### config.mk
export PLATFORM = sky130hd
export DESIGN_NAME = hyperbus_arbiter
export DESIGN_NICKNAME = d
export VERILOG_FILES = /design/src/rtl/hyperbus_pkg.sv /design/src/rtl/rr_pick.sv /design/src/rtl/hyperbus_arbiter.sv
export SDC_FILE = /design/constraint.sdc
export NUM_CORES = 1
export LEC_CHECK = 0
export BUFFER_PORTS_ARGS = -buffer_cell sky130_fd_sc_hd__clkbuf_2
export CORE_MARGIN = 2
export CORE_UTILIZATION = 43
export CTS_BUF_LIST = sky130_fd_sc_hd__clkbuf_4 sky130_fd_sc_hd__clkbuf_8
export CTS_CLUSTER_DIAMETER = 120
export DETAILED_ROUTE_END_ITERATION = 10
export GPL_ROUTABILITY_DRIVEN = 0
export PLACE_DENSITY = 0.79
export SYNTH_ARGS = -nofsm -noshare
export SYNTH_HDL_FRONTEND = slang
export SYNTH_SLANG_ARGS = --single-unit
### constraint.sdc
create_clock -name clk -period 3 [get_ports clk]
set_input_delay 0.6 -clock clk [delete_from_list [all_inputs] [get_ports clk]]
set_output_delay 0.6 -clock clk [all_outputs]
set_load 0.005 [all_outputs]
### src/rtl/hyperbus_pkg.sv
// Shared state encoding and width helpers for the HyperBus arbiter slice.
package hyperbus_pkg;

    typedef enum logic [1:0] {
        ST_IDLE,
        ST_XFER,
        ST_DRAIN,
        ST_FAULT
    } arb_state_t;

    function automatic int unsigned port_idx_width(input int unsigned nports);
        return (nports > 1) ? 32'($clog2(nports)) : 1;
    endfunction

    function automatic int unsigned word_width(input int unsigned width);
        return 2 * width;
    endfunction

endpackage

### src/rtl/rr_pick.sv
// Combinational round-robin picker: one-hot grant to the first requester after
// `last`, wrapping modulo NPORTS.
module rr_pick #(
    parameter int unsigned NPORTS = 2,
    parameter int unsigned IW     = 1
) (
    input  logic [NPORTS-1:0] req,
    input  logic [IW-1:0]     last,
    output logic [NPORTS-1:0] gnt
);

    logic found;

    always_comb begin
        gnt   = '0;
        found = 1'b0;
        for (int unsigned off = 1; off <= NPORTS; off++) begin
            for (int unsigned i = 0; i < NPORTS; i++) begin
                if (!found && req[i] && (i == (32'(last) + off) % NPORTS)) begin
                    gnt[i] = 1'b1;
                    found  = 1'b1;
                end
            end
        end
    end

endmodule

### src/rtl/hyperbus_arbiter.sv
// Round-robin burst arbiter/sequencer in front of the HyperBus primary
// controller: grants one port, drives wrq/rrq, counts words, times out, contains faults.
module hyperbus_arbiter
    import hyperbus_pkg::*;
#(
    parameter int unsigned NPORTS    = 2,
    parameter int unsigned WIDTH     = 8,
    parameter int unsigned LEN_WIDTH = 8,
    parameter int unsigned TIMEOUT   = 1023
) (
    input  logic                          clk,
    input  logic                          rst,
    input  logic [NPORTS-1:0]             req,
    input  logic [NPORTS-1:0]             we,
    input  logic [NPORTS-1:0]             reg_space,
    input  logic [32*NPORTS-1:0]          adr,
    input  logic [LEN_WIDTH*NPORTS-1:0]   len,
    input  logic [2*WIDTH*NPORTS-1:0]     wdat,
    output logic [NPORTS-1:0]             gnt,
    output logic [NPORTS-1:0]             wr_ack,
    output logic [NPORTS-1:0]             rd_valid,
    output logic [2*WIDTH-1:0]            rd_dat,
    output logic [NPORTS-1:0]             done,
    output logic [NPORTS-1:0]             err,
    output logic                          fault,
    output logic [31:0]                   hb_adr,
    output logic [2*WIDTH-1:0]            hb_dat,
    output logic                          hb_reg_space,
    output logic                          hb_wrq,
    output logic                          hb_rrq,
    input  logic [2*WIDTH-1:0]            hb_dat_i,
    input  logic                          hb_ready,
    input  logic                          hb_valid,
    input  logic                          hb_busy,
    input  logic                          hb_error
);

    localparam int unsigned IW = port_idx_width(NPORTS);
    localparam int unsigned DW = word_width(WIDTH);
    localparam int unsigned CW = LEN_WIDTH + 1;
    localparam int unsigned TW = (TIMEOUT > 1) ? $clog2(TIMEOUT + 1) : 1;

    arb_state_t           state, state_d;
    logic [IW-1:0]        last, sel, pick_idx;
    logic [NPORTS-1:0]    pick;
    logic [31:0]          adr_q;
    logic [LEN_WIDTH-1:0] len_q;
    logic                 we_q, reg_q, aborted;
    logic [CW-1:0]        count;
    logic [TW-1:0]        timer;

    logic xfer, wrq_raw, rrq_raw, wr_ev, rd_ev, word_ev, final_ev, timeout;
    logic grant, complete;

    rr_pick #(
        .NPORTS (NPORTS),
        .IW     (IW)
    ) u_pick (
        .req  (req),
        .last (last),
        .gnt  (pick)
    );

    always_comb begin
        pick_idx = '0;
        for (int unsigned i = 0; i < NPORTS; i++) begin
            if (pick[i]) pick_idx = IW'(i);
        end
    end

    always_comb begin
        xfer     = (state == ST_XFER);
        wrq_raw  = xfer & we_q;
        rrq_raw  = xfer & ~we_q;
        wr_ev    = wrq_raw & hb_ready;
        rd_ev    = rrq_raw & hb_valid;
        word_ev  = wr_ev | rd_ev;
        final_ev = word_ev && (count == {1'b0, len_q});
        // Abort on the edge where the idle-word timer would reach TIMEOUT.
        timeout  = xfer && !word_ev && (timer == TW'(TIMEOUT - 1));
        hb_wrq   = wrq_raw & ~final_ev;
        hb_rrq   = rrq_raw & ~final_ev;
        wr_ack   = wr_ev ? gnt : '0;
        hb_dat   = (|gnt) ? wdat[DW*sel +: DW] : '0;
    end

    assign hb_adr       = adr_q;
    assign hb_reg_space = reg_q;

    always_comb begin
        state_d  = state;
        grant    = 1'b0;
        complete = 1'b0;
        case (state)
            ST_IDLE: begin
                // A done pulse marks a cooldown cycle so a still-held req is not re-granted.
                if (hb_error) begin
                    state_d = ST_FAULT;
                end else if ((|req) && !hb_busy && !(|done)) begin
                    grant   = 1'b1;
                    state_d = ST_XFER;
                end
            end
            ST_XFER: begin
                if (hb_error)                 state_d = ST_FAULT;
                else if (final_ev || timeout) state_d = ST_DRAIN;
            end
            ST_DRAIN: begin
                if (hb_error) begin
                    state_d = ST_FAULT;
                end else if (!hb_busy) begin
                    complete = 1'b1;
                    state_d  = ST_IDLE;
                end
            end
            ST_FAULT: state_d = ST_FAULT;
            default:  state_d = ST_IDLE;
        endcase
    end

    always_ff @(posedge clk or posedge rst) begin
        if (rst) state <= ST_IDLE;
        else     state <= state_d;
    end

    always_ff @(posedge clk or posedge rst) begin
        if (rst) begin
            // Pointer parks on the last port so the first search starts at port 0.
            last     <= IW'(NPORTS - 1);
            sel      <= '0;
            gnt      <= '0;
            adr_q    <= '0;
            len_q    <= '0;
            we_q     <= 1'b0;
            reg_q    <= 1'b0;
            count    <= '0;
            timer    <= '0;
            aborted  <= 1'b0;
            rd_valid <= '0;
            rd_dat   <= '0;
            done     <= '0;
            err      <= '0;
            fault    <= 1'b0;
        end else begin
            rd_valid <= '0;
            done     <= '0;
            err      <= '0;
            if (grant) begin
                gnt     <= pick;
                sel     <= pick_idx;
                last    <= pick_idx;
                adr_q   <= adr[32*pick_idx +: 32];
                len_q   <= len[LEN_WIDTH*pick_idx +: LEN_WIDTH];
                we_q    <= we[pick_idx];
                reg_q   <= reg_space[pick_idx];
                count   <= '0;
                timer   <= '0;
                aborted <= 1'b0;
            end
            if (xfer && state_d != ST_FAULT) begin
                if (word_ev) begin
                    count <= count + CW'(1);
                    timer <= '0;
                end else begin
                    timer <= timer + TW'(1);
                end
                if (rd_ev) begin
                    rd_valid <= gnt;
                    rd_dat   <= hb_dat_i;
                end
                if (timeout) begin
                    err     <= gnt;
                    aborted <= 1'b1;
                end
            end
            if (complete) begin
                gnt <= '0;
                if (!aborted) done <= gnt;
            end
            if (state_d == ST_FAULT) begin
                gnt   <= '0;
                fault <= 1'b1;
            end
        end
    end

endmodule

==> impl_metrics.yaml <==
outcome:
  status: "finished, final reports clean"
floorplan:
  die_x_um: 106
  core_mm2: 0.0102
  row_count: 37
  dieHeight_um: 106
  boundaryPins: 218
  die_area_mm2: 0.0111
  start_util_pct: 43.6
synth:
  synthesis.nets: 570
  synth_warnings: 0
  synthArstFlopShare_pct: 100
  synth_edf_count: 0
  synthCells: 427
  ys_seq_elements: 91
  syn_area_per_cell_um2: 10.4
  syn_area_mm2: 0.00444
  synth_cell_type_count: 44
  ys.flop_type: "dfrtp_1"
  ys_seq_area_share_pct: 51.4
cells_and_area:
  final_nets: 783
  fillers: 898
  n_antenna_cell: 0
  drive_above_1_share_pct: 41.6
  stdcell_area_mm2: 0.00592
  final_cell_mix: "clkbuf_2 (217), dfrtp_1 (90), nand2_1 (63)"
  synthToLayoutAreaGrowth_pct: 33.5
  layout_commonest_cell: "clkbuf_2"
clock_network:
  clk_path_buf_depth: 2
  clock_latency_ps: 350
  htree_levels: 3
  cts_num_sinks: 91
  numCtsBuffers: 9
  cts_resized: 0
  path_clk_slew_ps: 90
  root_buffer: "clkbuf_8"
  cts_tree: "built"
  postCtsHoldBufs: 0
  postCtsSetupBuffers: 0
placement:
  portBuffers: 217
  place_ws_ps: 489
  dpl.hpwl_um: 9140
  placedInstanceArea_mm2: 0.00568
global_route:
  grt_max_degree: 94
  grt_pass1_wl_um: 18400
  antenna_found_initial: 0
  grtUsageTotal_pct: 21.0
  grt_remaining_overflow: 0
  first_global_vias: 3958
setup_path:
  startpoint_type: "flop"
  worstRegToRegCells: 6
  path_max_fanout: 6
  crit_arrival_ps: 1920
  end_kind: "primary output"
  worstPathRequired_ps: 2400
  criticalPathCategory: "flop to primary output"
  reg2reg_slack_ps: 640
min_path:
  min-delay-path-class: "input pin to asynchronous set/reset pin"
timing:
  finClkSkew_ps: 8.07
  setup_tns_ps: 0
  holdWs_ps: 340
  fin_crit_ps: 2520
  period_share_pct: 84.1
  finalHoldViolations: 0
  slew_violations: 0
  setup_viol: 0
  rsz0062_at_grt: "no"
  max_freq_ghz: 0.396
  finalWorstSetupSlack_ps: 477
  maxSlewHeadroom_pct: 28.0
  tightest_slew_ps: 1070
power_and_ir_drop:
  cellPowerDensity_mw_per_mm2: 437
  leakagePower_nw: 3.23
  worst_ir_drop_vdd_mv: 0.197
run:
  maxCapViolations: 0
route:
  vias_per_cell: 5.04
  ant_nets: 0
  first_pass_iters: 4
  drc: 0
  drt-wirelength-per-cell_um: 15.0
  initialDrtViolationCount: 210
  vias: 3940
  wirelength_um: 11700
## area by class of cell
type                    instances  area [µm²]  area share (%)
multi-input cells             308        2040            34.5
repair buffers                225        1170            19.8
flip-flops and latches         91        2280            38.5
well taps                     136         170            2.87
clock buffers                  13         173            2.92
clock inverters                 3        68.8            1.16
inverters                       5        20.0           0.338
## cells by family (layout without fill, tap and decap cells)
logic type	after synthesis	count (layout)	share of synthesized area [%]
AO/OA/AOI/OAI	77	77	9.37
XOR/XNOR	12	12	2.37
adder cells (fa/ha/maj)	3	3	0.846
buffers and inverters	28	246	2.93
flip-flops	91	91	51.4
multiplexers	76	76	18.4
AND/OR/NAND/NOR	140	140	14.7
## path summary, 6_finish.rpt
| path | startpoint | endpoint |
|---|---|---|
| min reg2reg | fault | fault |
| max reg2reg | we_q | rd_dat[8] |
| max | we_q | hb_wrq |
| max in group asynchronous | rst | last |
| min | rst | hb_adr[5] |
| min in group clk | hb_dat_i[11] | rd_dat[11] |
## per-stage QoR
step	std cells	util (%)	power, mW
5_1_grt	781	58.1	2.72
4_1_cts	781	58.1	2.63
2_1_floorplan	427	-	1.47
6_report	781	58.1	2.59
3_3_place_gp	765	55.8	1.64
3_5_place_dp	765	55.8	1.66
## flip-flops by register name, summed over array words and instances (netlist names), 2 cells and up
| register | flops |
|---|---|
| rd_dat | 16 |
| state | 2 |
| done | 2 |
| len_q | 8 |
| hb_adr | 32 |
| err | 2 |
| rd_valid | 2 |
| count | 9 |
| timer | 10 |
| gnt | 2 |
## worst max-delay path, stage by stage (launching register included)
cell and delay, ps:
dfrtp_1 500, mux2i_2 430, nor2_4 90, and4_1 170, nor3b_1 220, clkbuf_2 150
## power breakdown
part / total (mW) / switching, mW / internal (mW)
clock: 0.961 / 0.412 / 0.549
sequential: 1.32 / 0.0417 / 1.27
combinational: 0.311 / 0.141 / 0.170
## synthesized netlist by cell type, types with 3 or more instances
master	number	area, µm²
nand2_1	63	236
and3_1	3	18.8
a21oi_1	3	15.0
inv_1	5	18.8
nand3_1	9	45.0
mux2i_1	58	581
and4_1	4	35.0
nand4_1	4	25.0
and2_1	4	25.0
nor2_1	31	116
buf_1	3	11.3
o21ai_0	62	310
clkbuf_1	17	63.8
mux2_2	9	101
dfrtp_1	90	2250
mux2_4	8	120
nor3_1	9	45.0
xor2_1	12	105
ha_1	3	37.5
nand2b_1	3	18.8
## layer usage
layer / wire length (µm) / track usage, % / vias up / part of all wire [%]
met5: 0 / 0 / - / 0
met4: 160 / 7.33 / 0 / 1.4
met3: 964 / 5.19 / 14 / 8.2
met2: 6080 / 39.2 / 195 / 52
met1: 4480 / 23.0 / 1820 / 38
li1: - / - / 1911 / -
Note: power is estimated with default switching activity, not from simulation.
